==> src/rtl/inv_shift_rows_stream.sv <==
// Byte-serial AES (Inv)ShiftRows stage: a two-bank ping-pong store takes 16 bytes in stream order
// and plays them back permuted, one byte per cycle on each side.
module inv_shift_rows_stream #(
    parameter int INVERSE = 1
) (
    input  logic       clk,
    input  logic       reset,
    input  logic       in_valid,
    output logic       in_ready,
    input  logic [7:0] in_data,
    output logic       out_valid,
    input  logic       out_ready,
    output logic [7:0] out_data,
    output logic       out_last,
    output logic       done
);

    logic [127:0] bank_q [2];
    logic [127:0] bank_d [2];
    logic [1:0]   full_q, full_d;
    logic         wr_sel_q, wr_sel_d;
    logic         rd_sel_q, rd_sel_d;
    logic [3:0]   wr_cnt_q, wr_cnt_d;
    logic [3:0]   rd_cnt_q, rd_cnt_d;
    logic         done_q, done_d;

    logic         wr_fire, rd_fire;
    logic [1:0]   src_col;
    logic [3:0]   src_idx;

    // Output byte at (row r, col c) comes from (r, c -/+ r); 2-bit arithmetic gives the mod 4.
    always_comb begin
        if (INVERSE != 0) begin
            src_col = rd_cnt_q[3:2] - rd_cnt_q[1:0];
        end else begin
            src_col = rd_cnt_q[3:2] + rd_cnt_q[1:0];
        end
        src_idx = {src_col, rd_cnt_q[1:0]};
    end

    always_comb begin
        in_ready  = !full_q[wr_sel_q];
        out_valid = full_q[rd_sel_q];
        wr_fire   = in_valid && in_ready;
        rd_fire   = out_valid && out_ready;
        out_data  = out_valid ? bank_q[rd_sel_q][{src_idx, 3'b000} +: 8] : '0;
        out_last  = out_valid && (rd_cnt_q == 4'd15);
        done      = done_q;
    end

    always_comb begin
        bank_d[0] = bank_q[0];
        bank_d[1] = bank_q[1];
        full_d    = full_q;
        wr_sel_d  = wr_sel_q;
        rd_sel_d  = rd_sel_q;
        wr_cnt_d  = wr_cnt_q;
        rd_cnt_d  = rd_cnt_q;
        done_d    = 1'b0;

        if (wr_fire) begin
            bank_d[wr_sel_q][{wr_cnt_q, 3'b000} +: 8] = in_data;
            wr_cnt_d = wr_cnt_q + 4'd1;
            if (wr_cnt_q == 4'd15) begin
                full_d[wr_sel_q] = 1'b1;
                wr_sel_d         = !wr_sel_q;
            end
        end

        // Write and read always address different banks, so both flag updates can land together.
        if (rd_fire) begin
            rd_cnt_d = rd_cnt_q + 4'd1;
            if (rd_cnt_q == 4'd15) begin
                full_d[rd_sel_q] = 1'b0;
                rd_sel_d         = !rd_sel_q;
                done_d           = 1'b1;
            end
        end
    end

    always_ff @(posedge clk or negedge reset) begin
        if (!reset) begin
            bank_q[0] <= '0;
            bank_q[1] <= '0;
            full_q    <= '0;
            wr_sel_q  <= 1'b0;
            rd_sel_q  <= 1'b0;
            wr_cnt_q  <= '0;
            rd_cnt_q  <= '0;
            done_q    <= 1'b0;
        end else begin
            bank_q[0] <= bank_d[0];
            bank_q[1] <= bank_d[1];
            full_q    <= full_d;
            wr_sel_q  <= wr_sel_d;
            rd_sel_q  <= rd_sel_d;
            wr_cnt_q  <= wr_cnt_d;
            rd_cnt_q  <= rd_cnt_d;
            done_q    <= done_d;
        end
    end

endmodule

==> config.mk <==
export PLATFORM = sky130hd
export DESIGN_NAME = inv_shift_rows_stream
export DESIGN_NICKNAME = d
export VERILOG_FILES = /design/src/rtl/inv_shift_rows_stream.sv
export SDC_FILE = /design/constraint.sdc
export NUM_CORES = 1
export LEC_CHECK = 0
export BUFFER_PORTS_ARGS = -buffer_cell sky130_fd_sc_hd__buf_2
export CAP_MARGIN = 20
export CORE_MARGIN = 4
export CORE_UTILIZATION = 50
export DETAILED_ROUTE_END_ITERATION = 12
export MAX_ROUTING_LAYER = met4
export PLACE_DENSITY = 0.66
export SLEW_MARGIN = 20
export SYNTH_ARGS = -nofsm -noshare
export SYNTH_HDL_FRONTEND = slang
export SYNTH_SLANG_ARGS = --single-unit
==> constraint.sdc <==
create_clock -name clk -period 5.1 [get_ports clk]
set_input_delay 0.51 -clock clk [delete_from_list [all_inputs] [get_ports clk]]
set_output_delay 0.51 -clock clk [all_outputs]
set_load 0.01 [all_outputs]
==> summary.md, run 1 <==
| Metric | Value |
|---|---|
| Status | `completed` |
| Placed Cells | `roughly 1200` |
| CTS tree | `built` |
| Global-route wire length before repair | `about 51 mm` |
| Met3 WL | `~2 mm` |
| Yosys reg bits | `about 270` |
| Total Nets Final | `between 900 and 1000` |
| Met2 WL | `16.0 mm` |
| Area Growth Syn to Fin | `10.5%` |
| Slew Limit Fails | `0` |
| WL met1 | `about 14 mm` |
| Share of the synthesized area in the top cell type | `around 52%` |
| Post-Syn Nets | `897` |
| Port bufs | `23` |
| Distinct cells, synth | `a little under 50` |
| Count of final setup violators | `0` |
| Synth Area per Inst | `14.6 µm²` |
| DRC violations left | `0` |
| Worst slew pin tran | `roughly 1000 ps` |
| Initial Util | `around half` |
| Worst Hold Class | `input pin to register` |
| Post-synth top area cell | `dfrtp_1` |
| Crit path DAT | `between 3000 and 4000 ps` |
| Die W | `~170 µm` |
| Die area | `about 28000 µm²` |
| Worst setup path class | `register to output port` |
| Vias in the first global route | `just over 8000` |
| RSZ-0062 raised after global routing | `no` |
| Via density | `~6.2` |
| H-tree depth | `1` |
| Final Hold Vio Count | `0` |
| Fin worst setup slack | `approximately 1100 ps` |
| LEAKAGE | `about 6.6 nW` |
| Via count | `around 7700` |
| Register area | `between 6000 and 7000 µm²` |
| Filler cell count in the final layout | `around 2000` |
| Post_cts resized | `0` |
| Final antenna-violating net count | `0` |
| Non-Filler Instances | `about 1200` |
| Pre-CTS setup slack | `roughly 1700 ps` |
| Final min period | `3970 ps` |
| Clk sinks | `between 200 and 300` |
| Syn Inst Count | `between 800 and 900` |
| Final worst path period share | `77.7%` |
| Most frequent cells after synthesis | `dfrtp_1, mux2_2, mux4_2, clkbuf_1, buf_2` |
| Fmax | `between 200 and 300 MHz` |
| Share of layout cells above drive strength 1 | `46.4%` |
| Power Dens Cells | `approximately 610 nW/µm²` |
| Clock tree buffer depth | `3` |
| Max rail drop VDD | `~0.00034 V` |
| DRT Pass-1 Iters | `5` |
| Rel. slew slack | `approximately a third` |
| Startpoint types | `register` |
| Top-count cell post-synth | `dfrtp_1` |
| WL per Instance | `about 27 µm` |
| Critical path endpoint category | `output port` |
| Hpwl dp | `between 20 and 25 mm` |
| Clock Skew | `approximately 7.9 ps` |
| Initial antenna violation count | `2` |
| Core area | `around 25000 µm²` |
| N_diodes | `0` |
| Worst skew pair latency | `approximately 550 ps` |
| Worst-path maximum fanout | `46` |
| CTS Buf Count | `30` |
| Top Metal Used | `met4` |
| Grt total ovfl | `0` |
| Mapped Area | `12900 µm²` |
| Maxcap violations | `0` |
| Seq/Total Area, Yosys | `a little over half` |
| I/O Pins | `24` |
| Util after Layout | `approximately 56%` |
| Clock Pin Slew Worst Setup and Hold Paths | `roughly 60 ps` |
| Syn. warnings | `0` |
| Die Height | `169 µm` |
| Synth Flop Type | `dfrtp_1` |
| Post-synth EDFFs | `0` |
| Synth async-reset ratio | `100%` |
| Pin count of the biggest net entering global routing | `145` |
| Synth area leaders | `dfrtp_1, mux2_2, mux4_2` |
| FP Rows | `58` |
| WP data required | `roughly 4600 ps` |
| Setup TNS | `0 ps` |
| DR iter-0 viols | `664` |
| Routability-driven placement congestion ratio | `0.905` |
| Overall Global Routing Usage | `roughly a quarter` |
| Clock Tree Root | `clkbuf_16` |
| Total wire length | `~33 mm` |
| Multi-input logic area | `between 5000 and 6000 µm²` |
layout make-up:
| class | count | share of cell area [%] |
|---|---|---|
| clock buffers | 41 | 5.91 |
| clock inverters | 12 | 0.887 |
| inverters | 7 | 0.185 |
| multi-input cells | 545 | 41.2 |
| flip-flops and latches | 269 | 47.3 |
| well taps | 330 | 2.90 |
| repair buffers | 31 | 1.57 |
flip-flops by register name, indices dropped and copies added (netlist names):
signal    count
wr_sel_q      1
full_q        2
bank_q      256
done          1
rd_sel_q      1
rd_cnt_q      4
wr_cnt_q      4
layout by cell type, fill, tap and decap left out, types with 4 or more instances in the layout:
cell type / instances
dfrtp_1: 266
mux2_2: 257
mux4_2: 57
clkbuf_16: 30
nand2_1: 22
buf_2: 22
nor2b_1: 20
or3_1: 17
o211ai_1: 17
and3_1: 17
mux2i_1: 15
nand3_1: 12
and2_1: 10
nor2_1: 8
xnor2_1: 8
nor2_2: 8
mux2_4: 8
inv_1: 7
nand4_1: 7
a32oi_1: 7
clkinv_2: 7
clkbuf_1: 6
ha_1: 5
clkbuf_8: 5
o21ai_0: 4
xor2_1: 4
a2bb2oi_1: 4
nand3b_1: 4
buf_4: 4
per-layer routing:
| metal | vias up | track usage (%) |
|---|---|---|
| li1 | 3281 | - |
| met1 | 4112 | 33.3 |
| met2 | 219 | 38.3 |
| met3 | 66 | 3.92 |
| met4 | 0 | 6.07 |
| met5 | - | - |
critical path: stages (launching register included):
cell      delay, ps
dfrtp_4        1050
buf_4           500
mux4_2          550
or3_1           320
o211ai_1        110
a32oi_1         100
buf_2           210
worst paths after layout:
| kind | start | to | slack (ps) | cells after the start |
|---|---|---|---|---|
| max | rd_sel_q$_DFFE_PN0P_ | out_data[0] | 1130 | 6 |
| min | out_ready | rd_cnt_q[2]$_DFFE_PN0P_ | 300 | 3 |
| max reg2reg | wr_cnt_q[0]$_DFFE_PN0P_ | bank_q[240]$_DFFE_PN0P_ | 1880 | 5 |
| min reg2reg | bank_q[254]$_DFFE_PN0P_ | bank_q[254]$_DFFE_PN0P_ | 500 | 1 |
| max in group asynchronous | reset | bank_q[95]$_DFFE_PN0P_ | 3460 | 3 |
| min in group asynchronous | reset | bank_q[163]$_DFFE_PN0P_ | 500 | 2 |
power breakdown:
part / switching, mW / total (mW) / internal (mW)
Sequential: 0.561 / 3.41 / 2.85
Combinational: 1.68 / 3.20 / 1.52
Clock: 0.870 / 2.12 / 1.25
Total: 3.11 / 8.74 / 5.62
per-stage QoR:
step | cell area [µm²] | hold WS [ps] | power, mW
after global routing | 14200 | 306 | 9.15
after floorplan | 12900 | 214 | 5.53
after global placement | 13200 | 481 | 6.45
after CTS | 14200 | 172 | 8.75
final | 14200 | 303 | 8.74
after detailed placement | 13200 | 488 | 6.62
repair_timing:
| action | CTS | global route |
|---|---|---|
| setup buffers | 0 | 0 |
| endpoints found under the hold margin | 0 | 66 |
| hold buffers | 0 | 1 |
logic make-up after synthesis:
kind of cell	share of synthesized area, %
buf+inv	2.33
xor+xnor	0.951
mux	34.5
flops	52.2
compound gates	2.82
simple gates	6.67
fa+ha+maj	0.485
Note: power is estimated with default switching activity, not from simulation.
==> run 2, diff against run 1 <==
- clock period: 5.1 -> 3.7 ns (I/O delays scaled with it)
==> run 2 against run 1 <==
Effect of this change: highest routed layer unchanged; non-clock buffer count increased by 6; die area unchanged; critical path type unchanged; global-route usage up 0.18 points; clock power increased by 32%; wire length up 1.1%.
==> summary.md, run 2 (synthesis gave the netlist of run 1 again) <==
| Metric | Value |
|---|---|
| Overall Power | `11.9 mW` |
| RSZ-0062 raised after global routing | `no` |
| Core area | `about 25000 µm²` |
| Max rail drop VDD | `roughly 0.00048 V` |
| Worst R2R End | `bank_q[248]$_DFFE_PN0P_` |
| Critical path endpoint category | `output port` |
| Clock Pin Slew Worst Setup and Hold Paths | `approximately 60 ps` |
| Die area | `around 28000 µm²` |
| Rel. slew slack | `around a third` |
| Status | `completed` |
| Biggest regs | `bank_q: 256 flops, rd_cnt_q: 4 flops, wr_cnt_q: 4 flops` |
| H-tree depth | `1` |
| Initial antenna violation count | `0` |
| WL per Instance | `26.9 µm` |
| Initial Util | `between 50% and 60%` |
| Setup crit end | `out_data[7]` |
| DRT Pass-1 Iters | `5` |
| Die W | `around 170 µm` |
| Setup TNS | `0 ps` |
| Clock Skew | `roughly 10 ps` |
| WL met1 | `roughly 15 mm` |
| Reg2reg setup slack | `850 ps` |
| Crit path DAT | `roughly 3100 ps` |
| Worst slew pin tran | `between 1000 and 1500 ps` |
| Area Growth Syn to Fin | `10.6%` |
| Die Height | `between 150 and 200 µm` |
| Max reg flops | `between 200 and 300` |
| R2R depth | `6` |
| CTS Buf Count | `29` |
| Grt total ovfl | `0` |
| CP Depth | `6` |
| Post-CTS Hold Buffers | `0` |
| Clock Tree Root | `clkbuf_16` |
| Worst skew pair latency | `~540 ps` |
| Post_cts resized | `0` |
| Clock tree buffer depth | `3` |
| Maxcap violations | `0` |
| Via density | `roughly 6.3` |
| Final instance area | `around 14000 µm²` |
| FP Rows | `58` |
| Final worst path period share | `between 90 and 100%` |
| Buf/Inv on CP | `2` |
| Count of final setup violators | `0` |
| RR Startpoint | `wr_cnt_q[1]$_DFFE_PN0P_` |
| Routability-driven placement congestion ratio | `0.940` |
| Final antenna-violating net count | `0` |
| Slew Limit Fails | `0` |
| Global-route wire length before repair | `between 50 and 60 mm` |
| Commonest non-fill, non-tap cell in the layout | `dfrtp_1` |
| CTS tree | `built` |
| Top Metal Used | `met4` |
| Crit-path max cell delay | `slightly above 600 ps` |
| Worst-path maximum fanout | `47` |
| Clk sinks | `around 270` |
| Post-CTS setup buffer count | `0` |
| Fmax | `between 200 and 300 MHz` |
| Via count | `approximately 7700` |
| Share of layout cells above drive strength 1 | `a little under half` |
| Met3 WL | `about 1.8 mm` |
| Critical path origin | `rd_cnt_q[0]$_DFFE_PN0P_` |
| Fin worst setup slack | `196 ps` |
| Startpoint types | `register` |
| Pin count of the biggest net entering global routing | `between 100 and 150` |
| LEAKAGE | `approximately 6.7 nW` |
| Met2 WL | `16.2 mm` |
| Critical Path, Cell by Cell | `buf_4, nor2b_1, a221oi_1, o21ai_0, a32oi_1, buf_2` |
| Final min period | `3500 ps` |
| Hold depth | `3` |
| Largest Register | `bank_q` |
| Worst hold margin | `169 ps` |
| Power Dens Cells | `between 800 and 900 nW/µm²` |
| N_diodes | `0` |
| Overall Global Routing Usage | `between 20% and 30%` |
| WP data required | `roughly 3300 ps` |
| Post-DP Area | `approximately 13000 µm²` |
| Filler cell count in the final layout | `between 1500 and 2000` |
| Pre-CTS setup slack | `roughly 810 ps` |
| I/O Pins | `24` |
| CP delay by family, top | `compound AO/OA/AOI/OAI gates` |
| DRC violations left | `0` |
| Final Hold Vio Count | `0` |
| Total wire length | `between 30 and 40 mm` |
| Worst setup path class | `register to output port` |
| Worst Hold Class | `input pin to register` |
| Slowest stage cell, crit path | `a221oi_1` |
| DR iter-0 viols | `between 600 and 700` |
| Port bufs | `23` |
| Hpwl dp | `approximately 23 mm` |
| Total Nets Final | `between 900 and 1000` |
| Vias in the first global route | `8359` |
| Most frequent cells in the layout | `dfrtp_1, mux2_2, mux4_2` |
==> run 2: stage by stage <==
stage | cells | utilization, %
finish | 1235 | 56.4
global placement | 1186 | 52.6
global route | 1235 | 56.4
detailed placement | 1186 | 52.6
CTS | 1233 | 56.3
floorplan | 880 | -
==> run 2: area by class of cell <==
cell class	count	area, µm²	area share (%)
inverters	7	26.3	0.184
repair buffers	37	290	2.04
clock buffers	42	865	6.07
well taps	330	413	2.90
clock inverters	5	53.8	0.378
flip-flops and latches	269	6740	47.3
multi-input cells	545	5860	41.2
==> run 2: worst register-to-register path, delay by kind of cell, from the launching register on <==
family	cells	cell delay [ps]
AND/OR/NAND/NOR	2	860
flip-flops	1	500
adder cells (fa/ha/maj)	1	350
multiplexers	1	540
AO/OA/AOI/OAI	1	350
buffers and inverters	1	130
==> run 2: per-layer routing <==
layer,GRT usage (%),up-vias
li1,-,3290
met1,33.0,4169
met2,39.2,227
met3,3.99,55
met4,6.14,0
met5,-,-
==> run 2: worst min path at each step <==
stage | from | to | slack, ps
after floorplan | reset | bank_q[0]$_DFFE_PN0P_ | 70
after global placement | bank_q[114]$_DFFE_PN0P_ | bank_q[114]$_DFFE_PN0P_ | 480
after detailed placement | bank_q[212]$_DFFE_PN0P_ | bank_q[212]$_DFFE_PN0P_ | 490
after CTS | reset | bank_q[226]$_DFFE_PN0P_ | 10
after global routing | in_valid | wr_cnt_q[2]$_DFFE_PN0P_ | 180
final | in_valid | wr_cnt_q[2]$_DFFE_PN0P_ | 170
==> run 2: power by group <==
part | switching (mW) | internal (mW) | leakage, nW
Sequential | 0.682 | 3.93 | 3.61
Clock | 1.14 | 1.67 | 0.457
Combinational | 2.35 | 2.10 | 2.59
==> run 3, diff against run 2 <==
--- a/constraint.sdc
+++ b/constraint.sdc
@@ -3,2 +3,2 @@
 set_output_delay 0.37 -clock clk [all_outputs]
-set_load 0.01 [all_outputs]
+set_load 0.005 [all_outputs]
==> run 3 against run 2 <==
Effect of this change: setup slack better by 15 ps; fmax is 0.44% higher; die area stayed put; combinational power hardly changed; largest cell class unchanged; non-clock buffer count is 2 higher; cell area hardly changed; utilization hardly changed; cell count is 0.57% higher; flip-flop and latch count stayed put; wire length is 0.69% higher; critical path depth stayed put; total power is 0.87% higher.
==> summary.md, run 3 (synthesis gave the netlist of run 1 again) <==
| Metric | Value |
|---|---|
| Area Growth Syn to Fin | `10.6%` |
| Pre-CTS setup slack | `slightly below 800 ps` |
| Worst R2R End | `bank_q[182]$_DFFE_PN0P_` |
| Setup TNS | `0 ps` |
| Vias in the first global route | `a little over 8000` |
| Final Hold Vio Count | `0` |
| CTS tree | `built` |
| Hpwl dp | `roughly 23 mm` |
| CTS Buf Count | `29` |
| Hold path startpoint | `out_ready` |
| Initial Util | `around half` |
| Worst slew pin tran | `718 ps` |
| DRC violations left | `0` |
| Post-CTS setup buffer count | `0` |
| Clock tree buffer depth | `3` |
| Port bufs | `23` |
| Endpoint, Worst Hold | `rd_cnt_q[2]$_DFFE_PN0P_` |
| I/O Pins | `24` |
| Reg2reg setup slack | `roughly 730 ps` |
| Fin worst setup slack | `roughly 210 ps` |
| H-tree depth | `1` |
| Final min period | `approximately 3500 ps` |
| Total wire length | `about 33 mm` |
| Startpoint types | `register` |
| Worst setup path class | `register to output port` |
| Max rail drop VDD | `roughly 0.00043 V` |
| Count of final setup violators | `0` |
| Placed Cells | `~1200` |
| Post_cts resized | `0` |
| Worst skew pair latency | `550 ps` |
| Final antenna-violating net count | `0` |
| Initial antenna violation count | `4` |
| Most frequent cells in the layout | `dfrtp_1, mux2_2, mux4_2` |
| Core area | `~25000 µm²` |
| RSZ-0062 raised after global routing | `no` |
| Pin count of the biggest net entering global routing | `120` |
| Worst hold margin | `roughly 140 ps` |
| Worst Hold Class | `input pin to register` |
| FP Rows | `58` |
| Largest Register | `bank_q` |
| Worst-path maximum fanout | `37` |
| Clk sinks | `269` |
| Fmax | `roughly 290 MHz` |
| Non-Filler Instances | `1242` |
| Multi-input logic area | `between 5000 and 6000 µm²` |
| Slew Limit Fails | `0` |
| Status | `completed` |
| Crit path DAT | `about 3100 ps` |
| RR Startpoint | `wr_cnt_q[1]$_DFFE_PN0P_` |
| Overall Power | `12.0 mW` |
| DR iter-0 viols | `about 670` |
| Die area | `between 20000 and 30000 µm²` |
| Global-route wire length before repair | `~52 mm` |
| Grt total ovfl | `0` |
| Share of layout cells above drive strength 1 | `between 40 and 50%` |
| R2R depth | `6` |
| WP data required | `about 3300 ps` |
| Max reg flops | `approximately 260` |
| LEAKAGE | `around 6.7 nW` |
| Hold depth | `3` |
| Register area | `a little under 7000 µm²` |
| Critical path endpoint category | `output port` |
| Via count | `about 7800` |
| Routability-driven placement congestion ratio | `0.903` |
| Via density | `6.30` |
| Die Height | `between 150 and 200 µm` |
| Maxcap violations | `0` |
| Rel. slew slack | `a little over half` |
| Clock Tree Root | `clkbuf_16` |
| Final worst path period share | `approximately 94%` |
| WL per Instance | `about 27 µm` |
| Commonest non-fill, non-tap cell in the layout | `dfrtp_1` |
| Total Nets Final | `approximately 900` |
| Biggest regs | `bank_q: 256 flops, rd_cnt_q: 4 flops, wr_cnt_q: 4 flops` |
| Die W | `169 µm` |
| Power Dens Cells | `840 nW/µm²` |
| Filler cell count in the final layout | `1993` |
| Clock Skew | `5.06 ps` |
| DRT Pass-1 Iters | `5` |
| Overall Global Routing Usage | `approximately a quarter` |
| Clock Pin Slew Worst Setup and Hold Paths | `around 60 ps` |
## run 3: worst max path at each step
stage | slack [ps] | cells after the start | end | from
after floorplan | 1340 | 9 | bank_q[224]$_DFFE_PN0P_ | wr_cnt_q[0]$_DFFE_PN0P_
after CTS | 190 | 6 | out_data[3] | rd_sel_q$_DFFE_PN0P_
final | 210 | 6 | out_data[3] | rd_sel_q$_DFFE_PN0P_
after detailed placement | 790 | 6 | out_data[3] | rd_sel_q$_DFFE_PN0P_
after global placement | 820 | 6 | out_data[6] | rd_sel_q$_DFFE_PN0P_
after global routing | 60 | 6 | out_data[3] | rd_sel_q$_DFFE_PN0P_
## run 3: per-stage QoR
stage                     util [%]  area [µm²]
after detailed placement      52.7       13300
final                         56.5       14300
after CTS                     56.5       14300
after global placement        52.7       13300
after floorplan                  -       12900
after global routing          56.5       14300
## run 3: layout make-up
type / instances / share of cell area (%)
Sequential cell: 269 / 47.2
Multi-Input combinational cell: 545 / 41.1
Clock buffer: 45 / 6.00
Tap cell: 330 / 2.90
Timing Repair Buffer: 39 / 1.91
Clock inverter: 6 / 0.614
Inverter: 7 / 0.184
Antenna cell: 1 / 0.0175
## run 3: critical path, stage by stage, from the launching register on
cell and delay, ps:
dfrtp_4 880, buf_4 360, mux4_2 530, or3_1 350, o211ai_1 110, a32oi_1 130, buf_2 170
## run 3: timing repair
item | 4_1_cts | 5_1_grt
endpoints found under the setup margin | 0 | 0
hold buffers | 1 | 0
endpoints found under the hold margin | 62 | 0
## run 3: report_power, final
group / internal (mW) / switching (mW)
Combinational: 2.15 / 2.31
Sequential: 3.93 / 0.709
Clock: 1.72 / 1.16
## run 3: per-layer routing
| layer | wire length (µm) | GRT usage, % |
|---|---|---|
| met2 | 15900 | 38.2 |
| met4 | 1030 | 6.85 |
| met1 | 14400 | 34.4 |
| met5 | 0 | - |
| met3 | 2190 | 4.04 |
